`src/rtl/scene_pkg.sv`:
```
// scene_pkg
// Shared definitions for the scene controller: the controller FSM state type
// and the default screen geometry and clear colour used by scene_ctrl.
// No ports (package).
package scene_pkg;

  localparam int         SCREEN_W_DEF     = 160;
  localparam int         SCREEN_H_DEF     = 120;
  localparam logic [2:0] CLEAR_COLOUR_DEF = 3'b000;

  typedef enum logic [1:0] {
    IDLE,
    CLEAR,
    DRAW,
    DONE
  } state_t;

endpackage

```
`src/rtl/scene_ctrl_if.sv`:
```
// scene_ctrl_if
// Groups the shape-drawer handshake and the VGA pixel write port.
//   master : scene controller side (drives drawer controls and VGA port,
//            receives drawer pixel stream)
//   slave  : drawer / VGA adapter side
// Signals:
//   shape_rst_n, shape_start          controller -> drawer control
//   shape_colour/centre_x/centre_y/
//   shape_diameter                    controller -> drawer captured parameters
//   shape_done, shape_x, shape_y,
//   shape_vga_colour, shape_plot      drawer -> controller pixel stream
//   vga_x, vga_y, vga_colour, vga_plot controller -> VGA adapter
interface scene_ctrl_if;

  logic       shape_rst_n;
  logic       shape_start;
  logic [2:0] shape_colour;
  logic [7:0] shape_centre_x;
  logic [6:0] shape_centre_y;
  logic [7:0] shape_diameter;

  logic       shape_done;
  logic [7:0] shape_x;
  logic [6:0] shape_y;
  logic [2:0] shape_vga_colour;
  logic       shape_plot;

  logic [7:0] vga_x;
  logic [6:0] vga_y;
  logic [2:0] vga_colour;
  logic       vga_plot;

  modport master (
    output shape_rst_n, shape_start, shape_colour, shape_centre_x,
           shape_centre_y, shape_diameter,
    input  shape_done, shape_x, shape_y, shape_vga_colour, shape_plot,
    output vga_x, vga_y, vga_colour, vga_plot
  );

  modport slave (
    input  shape_rst_n, shape_start, shape_colour, shape_centre_x,
           shape_centre_y, shape_diameter,
    output shape_done, shape_x, shape_y, shape_vga_colour, shape_plot,
    input  vga_x, vga_y, vga_colour, vga_plot
  );

endinterface

```
`src/rtl/clear_scan.sv`:
```
// clear_scan
// Column-major raster scan used for the full-screen clear: scan_y runs
// 0..H-1, and each time it wraps scan_x advances by one.
// Ports:
//   clk, rst   clock and synchronous active-high reset
//   clr        zero both counters (start of a new clear)
//   en         advance the scan by one pixel
//   scan_x     current column
//   scan_y     current row
//   last       high while the scan sits on the final pixel (W-1, H-1)
module clear_scan #(
  parameter  int W  = 160,
  parameter  int H  = 120,
  localparam int XW = $clog2(W),
  localparam int YW = $clog2(H)
) (
  input  logic          clk,
  input  logic          rst,
  input  logic          clr,
  input  logic          en,
  output logic [XW-1:0] scan_x,
  output logic [YW-1:0] scan_y,
  output logic          last
);

  logic y_wrap;
  logic x_wrap;

  assign y_wrap = (scan_y == YW'(H - 1));
  assign x_wrap = (scan_x == XW'(W - 1));
  assign last   = y_wrap && x_wrap;

  // Counter update; the wrap past the final pixel returns to (0,0) so the
  // scanner is already parked at the origin for the next run.
  always_ff @(posedge clk) begin
    if (rst || clr) begin
      scan_x <= '0;
      scan_y <= '0;
    end else if (en) begin
      if (y_wrap) begin
        scan_y <= '0;
        scan_x <= x_wrap ? '0 : scan_x + 1'b1;
      end else begin
        scan_y <= scan_y + 1'b1;
      end
    end
  end

endmodule

```
`src/rtl/scene_ctrl.sv`:
```
// scene_ctrl
// Sequences one scene: clear the whole screen to CLEAR_COLOUR, then hand the
// VGA write port to the shape drawer until it reports completion.
// Ports:
//   clk, rst                    clock and synchronous active-high reset
//   start                       level request, held high for a whole run
//   done                        high while the run is complete
//   colour, centre_x, centre_y,
//   diameter                    shape parameters, captured when a run starts
//   bus (scene_ctrl_if.master)  drawer control/pixel stream and VGA write port
module scene_ctrl
  import scene_pkg::*;
#(
  parameter int         SCREEN_W     = SCREEN_W_DEF,
  parameter int         SCREEN_H     = SCREEN_H_DEF,
  parameter logic [2:0] CLEAR_COLOUR = CLEAR_COLOUR_DEF
) (
  input  logic               clk,
  input  logic               rst,
  input  logic               start,
  output logic               done,
  input  logic [2:0]         colour,
  input  logic [7:0]         centre_x,
  input  logic [6:0]         centre_y,
  input  logic [7:0]         diameter,
  scene_ctrl_if.master       bus
);

  localparam int XW = $clog2(SCREEN_W);
  localparam int YW = $clog2(SCREEN_H);

  state_t state_q;
  state_t state_d;

  logic          scan_clr;
  logic          scan_en;
  logic          scan_last;
  logic [XW-1:0] scan_x;
  logic [YW-1:0] scan_y;
  logic          capture;

  logic [2:0] colour_q;
  logic [7:0] centre_x_q;
  logic [6:0] centre_y_q;
  logic [7:0] diameter_q;

  clear_scan #(
    .W(SCREEN_W),
    .H(SCREEN_H)
  ) u_scan (
    .clk    (clk),
    .rst    (rst),
    .clr    (scan_clr),
    .en     (scan_en),
    .scan_x (scan_x),
    .scan_y (scan_y),
    .last   (scan_last)
  );

  // State register.
  always_ff @(posedge clk) begin
    if (rst) begin
      state_q <= IDLE;
    end else begin
      state_q <= state_d;
    end
  end

  // Next-state logic. Dropping start in any active state abandons the run;
  // the scan only advances while a clear is actually in progress.
  always_comb begin
    state_d  = state_q;
    scan_clr = 1'b0;
    scan_en  = 1'b0;
    capture  = 1'b0;
    case (state_q)
      IDLE: begin
        if (start) begin
          capture  = 1'b1;
          scan_clr = 1'b1;
          state_d  = CLEAR;
        end
      end
      CLEAR: begin
        if (!start) begin
          state_d = IDLE;
        end else begin
          scan_en = 1'b1;
          if (scan_last) begin
            state_d = DRAW;
          end
        end
      end
      DRAW: begin
        if (!start) begin
          state_d = IDLE;
        end else if (bus.shape_done) begin
          state_d = DONE;
        end
      end
      DONE: begin
        if (!start) begin
          state_d = IDLE;
        end
      end
      default: state_d = IDLE;
    endcase
  end

  // Shape parameters are latched once per run so the drawer sees stable
  // values even if the inputs wander while the screen is being cleared.
  always_ff @(posedge clk) begin
    if (rst) begin
      colour_q   <= '0;
      centre_x_q <= '0;
      centre_y_q <= '0;
      diameter_q <= '0;
    end else if (capture) begin
      colour_q   <= colour;
      centre_x_q <= centre_x;
      centre_y_q <= centre_y;
      diameter_q <= diameter;
    end
  end

  assign bus.shape_colour   = colour_q;
  assign bus.shape_centre_x = centre_x_q;
  assign bus.shape_centre_y = centre_y_q;
  assign bus.shape_diameter = diameter_q;

  // Output mux. The drawer is released from reset only after the clear, so
  // it starts from parameters that have been stable for the whole clear.
  always_comb begin
    done            = 1'b0;
    bus.shape_rst_n = 1'b0;
    bus.shape_start = 1'b0;
    bus.vga_x       = '0;
    bus.vga_y       = '0;
    bus.vga_colour  = CLEAR_COLOUR;
    bus.vga_plot    = 1'b0;
    case (state_q)
      CLEAR: begin
        bus.vga_x    = 8'(scan_x);
        bus.vga_y    = 7'(scan_y);
        bus.vga_plot = 1'b1;
      end
      DRAW: begin
        bus.shape_rst_n = 1'b1;
        bus.shape_start = 1'b1;
        bus.vga_x       = bus.shape_x;
        bus.vga_y       = bus.shape_y;
        bus.vga_colour  = bus.shape_vga_colour;
        bus.vga_plot    = bus.shape_plot & ~bus.shape_done;
      end
      DONE: begin
        done            = 1'b1;
        bus.shape_rst_n = 1'b1;
        bus.shape_start = 1'b1;
      end
      default: ;
    endcase
  end

endmodule

```
`src/flat_wrapper.sv`:
```
// flat-port wrapper written by rule: the top's interface ports become plain ports
module scene_ctrl_flat import scene_pkg::*;
#(
  parameter int         SCREEN_W     = SCREEN_W_DEF,
  parameter int         SCREEN_H     = SCREEN_H_DEF,
  parameter logic [2:0] CLEAR_COLOUR = CLEAR_COLOUR_DEF
)
  (clk, rst, start, done, colour, centre_x, centre_y, diameter, bus_shape_rst_n, bus_shape_start, bus_shape_colour, bus_shape_centre_x, bus_shape_centre_y, bus_shape_diameter, bus_shape_done, bus_shape_x, bus_shape_y, bus_shape_vga_colour, bus_shape_plot, bus_vga_x, bus_vga_y, bus_vga_colour, bus_vga_plot);
  scene_ctrl_if bus_i ();
  input  logic clk;
  input  logic rst;
  input  logic start;
  output logic done;
  input  logic [2:0] colour;
  input  logic [7:0] centre_x;
  input  logic [6:0] centre_y;
  input  logic [7:0] diameter;
  output wire logic [$bits(bus_i.shape_rst_n)-1:0] bus_shape_rst_n;
  output wire logic [$bits(bus_i.shape_start)-1:0] bus_shape_start;
  output wire logic [$bits(bus_i.shape_colour)-1:0] bus_shape_colour;
  output wire logic [$bits(bus_i.shape_centre_x)-1:0] bus_shape_centre_x;
  output wire logic [$bits(bus_i.shape_centre_y)-1:0] bus_shape_centre_y;
  output wire logic [$bits(bus_i.shape_diameter)-1:0] bus_shape_diameter;
  input wire logic [$bits(bus_i.shape_done)-1:0] bus_shape_done;
  input wire logic [$bits(bus_i.shape_x)-1:0] bus_shape_x;
  input wire logic [$bits(bus_i.shape_y)-1:0] bus_shape_y;
  input wire logic [$bits(bus_i.shape_vga_colour)-1:0] bus_shape_vga_colour;
  input wire logic [$bits(bus_i.shape_plot)-1:0] bus_shape_plot;
  output wire logic [$bits(bus_i.vga_x)-1:0] bus_vga_x;
  output wire logic [$bits(bus_i.vga_y)-1:0] bus_vga_y;
  output wire logic [$bits(bus_i.vga_colour)-1:0] bus_vga_colour;
  output wire logic [$bits(bus_i.vga_plot)-1:0] bus_vga_plot;
  assign bus_shape_rst_n = bus_i.shape_rst_n;
  assign bus_shape_start = bus_i.shape_start;
  assign bus_shape_colour = bus_i.shape_colour;
  assign bus_shape_centre_x = bus_i.shape_centre_x;
  assign bus_shape_centre_y = bus_i.shape_centre_y;
  assign bus_shape_diameter = bus_i.shape_diameter;
  assign bus_i.shape_done = bus_shape_done;
  assign bus_i.shape_x = bus_shape_x;
  assign bus_i.shape_y = bus_shape_y;
  assign bus_i.shape_vga_colour = bus_shape_vga_colour;
  assign bus_i.shape_plot = bus_shape_plot;
  assign bus_vga_x = bus_i.vga_x;
  assign bus_vga_y = bus_i.vga_y;
  assign bus_vga_colour = bus_i.vga_colour;
  assign bus_vga_plot = bus_i.vga_plot;
  scene_ctrl #(.SCREEN_W(SCREEN_W), .SCREEN_H(SCREEN_H), .CLEAR_COLOUR(CLEAR_COLOUR)) u_core (.clk(clk), .rst(rst), .start(start), .done(done), .colour(colour), .centre_x(centre_x), .centre_y(centre_y), .diameter(diameter), .bus(bus_i));
endmodule
```
`config.mk`:
```
export PLATFORM = sky130hd
export DESIGN_NAME = scene_ctrl_flat
export DESIGN_NICKNAME = d
export VERILOG_FILES = /design/src/rtl/scene_pkg.sv /design/src/rtl/scene_ctrl_if.sv /design/src/rtl/clear_scan.sv /design/src/rtl/scene_ctrl.sv /design/src/flat_wrapper.sv
export SDC_FILE = /design/constraint.sdc
export NUM_CORES = 1
export LEC_CHECK = 0
export ABC_CLOCK_PERIOD_IN_PS = 1800
export BUFFER_PORTS_ARGS = -buffer_cell sky130_fd_sc_hd__buf_2
export CAP_MARGIN = 15
export CORE_ASPECT_RATIO = 1.25
export CORE_MARGIN = 3
export CORE_UTILIZATION = 40
export DETAILED_ROUTE_END_ITERATION = 16
export GPL_TIMING_DRIVEN = 0
export PLACE_DENSITY = 0.72
export SETUP_SLACK_MARGIN = 0.5
export SYNTH_ARGS = -nofsm -noshare
export SYNTH_HDL_FRONTEND = slang
export SYNTH_SLANG_ARGS = --single-unit
```
`constraint.sdc`:
```
create_clock -name clk -period 1.8 [get_ports clk]
set_input_delay 0.09 -clock clk [delete_from_list [all_inputs] [get_ports clk]]
set_output_delay 0.09 -clock clk [all_outputs]
set_load 0.005 [all_outputs]
```
==> impl_metrics.yaml <==
setup_path:
  crit_buf_inv: 4
  arrival_ns: 1.60
  startpoint_type: "flop"
  cp_slowest_cell: "dfxtp_4"
  cp.required_ns: 1.71
  crit_chain: "inv_4, ha_4, clkbuf_8, clkbuf_16, a22oi_1, nor2b_1, buf_2"
  critPathMaxStageDelay_ns: 0.38
  path_delay_family: "buffers and inverters"
  cp_max_fo: 8
  path_class: "reg2out"
  crit_path_end_kind: "output pin"
sta:
  fin_setup_tns_ns: 0
  rsz0062_at_grt: "true"
  slew_headroom: 0.643
  hold_slack_ns: 0.0232
  drv_slew: 0
  hold_viol_final: 0
  finalCritPeriodShare: 0.940
  skew_ns: 0.00402
  worst_pin_slew_ns: 0.536
  final.min_clock_period_ns: 1.69
  setup_viol: 0
  setup_slack_ns: 0.109
  max_freq_mhz: 591
synth:
  yosysSeqAreaShare: 0.398
  ys_seq_elements: 43
  yosysTopAreaCellShare: 0.398
  synth_nets: 328
  avgSynthCellArea_um2: 7.95
  synth_edf_count: 0
  yosys-top-cells-area: "dfxtp_1, nand2_1, a21oi_1"
  ys_warn_count: 0
  ys.flop_type: "dfxtp_1"
  syn_area_mm2: 0.00216
  yosys.area.top_type: "dfxtp_1"
  postSynth.asyncResetShare: 0
  synth_cell_types: 44
  syn_inst: 272
global_routing:
  groute.usage.overall: 0.207
  overflow: 0
  grt_pass1_vias: 2153
  grt_pass1_wl_mm: 10.4
  grt_max_degree: 14
  antenna_found_initial: 0
place:
  dp_slack_ns: 0.104
  io_buffers: 94
  gp_congestion: 0.895
  dp_hpwl_mm: 4.43
  numPlacedInstances: 428
cts:
  cts_tree: "done"
  clk_latency_ns: 0.30
  clk_pin_slew_ns: 0.08
  numCtsBuffers: 5
  h-tree-depth: 2
  clockBufferDepth: 2
  clock-root-buffer: "clkbuf_8"
  clkSinkCount: 43
outcome:
  status: "finished, final reports clean"
pwr:
  p_leak_nw: 1.50
  p_int_mw: 1.77
  clkPwrFrac: 0.237
  combPwrFrac: 0.356
  power_density_mw_per_mm2: 718
  peakVddDrop_uv: 368
  totalPowerFinal_mw: 2.59
  switching_share: 0.315
  power_frac_seq: 0.406
  p_sw_uw: 813
cells_and_area:
  syn2layout_area_growth_pct: 66.6
  layout_commonest_cell: "buf_2"
  instances_no_fill: 460
  nets: 453
  layout_common_cells: "buf_2, nand2_1, dfxtp_1, a21oi_1, nand2_2"
  antenna_cells: 0
  drive_above_1_share: 0.583
job:
  drv_cap: 0
routing:
  dr.pass1.iters: 4
  wl_mm: 6.95
  avgRoutedWirePerCell_um: 15.1
  drt_iter0_drc: 60
  viasPerCell: 5.25
  num_vias: 2417
  drc: 0
  ant_nets: 0
hold_path:
  hold_class: "in2reg"
die:
  die_h_um: 88.2
  die_area_mm2: 0.00633
  die_width_um: 71.8
  core.rowCount: 29
  core_mm2: 0.00515
  io_pins: 97
  start_util: 0.420
## layout make-up
cell class | instances | area [um^2]
Clock inverter | 2 | 12.5
Timing Repair Buffer | 118 | 746
Tap cell | 62 | 77.6
Inverter | 3 | 18.8
Fill cell | 413 | 1550
Multi-Input combinational cell | 209 | 1580
Clock buffer | 6 | 72.6
Buffer | 17 | 209
Sequential cell | 43 | 885
## registers in the layout, summed over array words and instances, names as in the netlist
signal,count
u_core.state_q,2
u_core.bus.shape_centre_y,7
u_core.bus.shape_colour,3
u_core.bus.shape_centre_x,8
u_core.u_scan.scan_x,8
u_core.bus.shape_diameter,8
u_core.u_scan.scan_y,7
## power by group through the flow
stage	combinational [mW]	sequential [mW]	clock (mW)
final	0.921	1.05	0.613
after CTS	0.790	1.05	0.623
after global routing	0.992	1.06	0.663
after detailed placement	0.513	1.07	0
after floorplan	0.314	1.08	0
after global placement	0.503	1.07	0
## worst register-to-register path, cell delays in order (launching register included)
cell and delay, ns:
dfxtp_4 0.37, inv_4 0.06, ha_4 0.15, nand3_4 0.07, or4_4 0.50, or3_4 0.34, a21oi_2 0.12
## cells by family after synthesis
logic type | count (synthesis) | share of synthesized area
XOR/XNOR | 9 | 0.0365
buffers and inverters | 20 | 0.0446
AND/OR/NAND/NOR | 135 | 0.317
flip-flops | 43 | 0.398
AO/OA/AOI/OAI | 57 | 0.159
adder cells (fa/ha/maj) | 7 | 0.0405
multiplexers | 1 | 0.00463
## routing by layer
metal	global-route usage	vias to the layer above	share of wire	routed length (um)
met5	0	-	0	0
met4	0.0684	0	0.011	79
met3	0.0459	8	0.088	614
met2	0.355	104	0.51	3540
met1	0.256	1127	0.39	2720
li1	-	1178	-	-
## path summary, 6_finish.rpt
kind,slack [ns],from,cells after the start,to
worst max-delay path,0.11,u_core.state_q[1],7,bus_vga_x[6]
worst min-delay path,0.02,centre_y[2],3,u_core.bus.shape_centre_y[2]
worst max register to register,0.13,u_core.state_q[1],6,u_core.u_scan.scan_x[7]
worst min register to register,0.45,u_core.bus.shape_centre_x[6],2,u_core.bus.shape_centre_x[6]
## Yosys cell counts, types with 2 or more instances
master    number
ha_1           7
and2_1         5
xor2_1         6
nor2_1        15
nor3_1         2
dfxtp_1       43
nand4_1        5
o21ai_0        4
nand3_1        4
inv_1          3
nand2b_1       4
nand2_1       65
or3_1          2
a21oi_1       32
xnor2_1        3
nor2b_1       17
clkbuf_1      13
a22oi_1       15
nor4_1         2
## what timing repair did
item,CTS,global route
gates cloned,3,2
endpoints found under the setup margin,62,63
pin swaps,19,10
hold buffers,0,0
resized for setup,74,59
setup buffers,17,2
## metrics by stage
stage	cell area, um^2	utilization
final	3600	0.699
after global routing	3600	0.699
after detailed placement	2770	0.538
after global placement	2770	0.538
after floorplan	2220	-
after CTS	3330	0.647
Note: power is estimated with default switching activity, not from simulation.
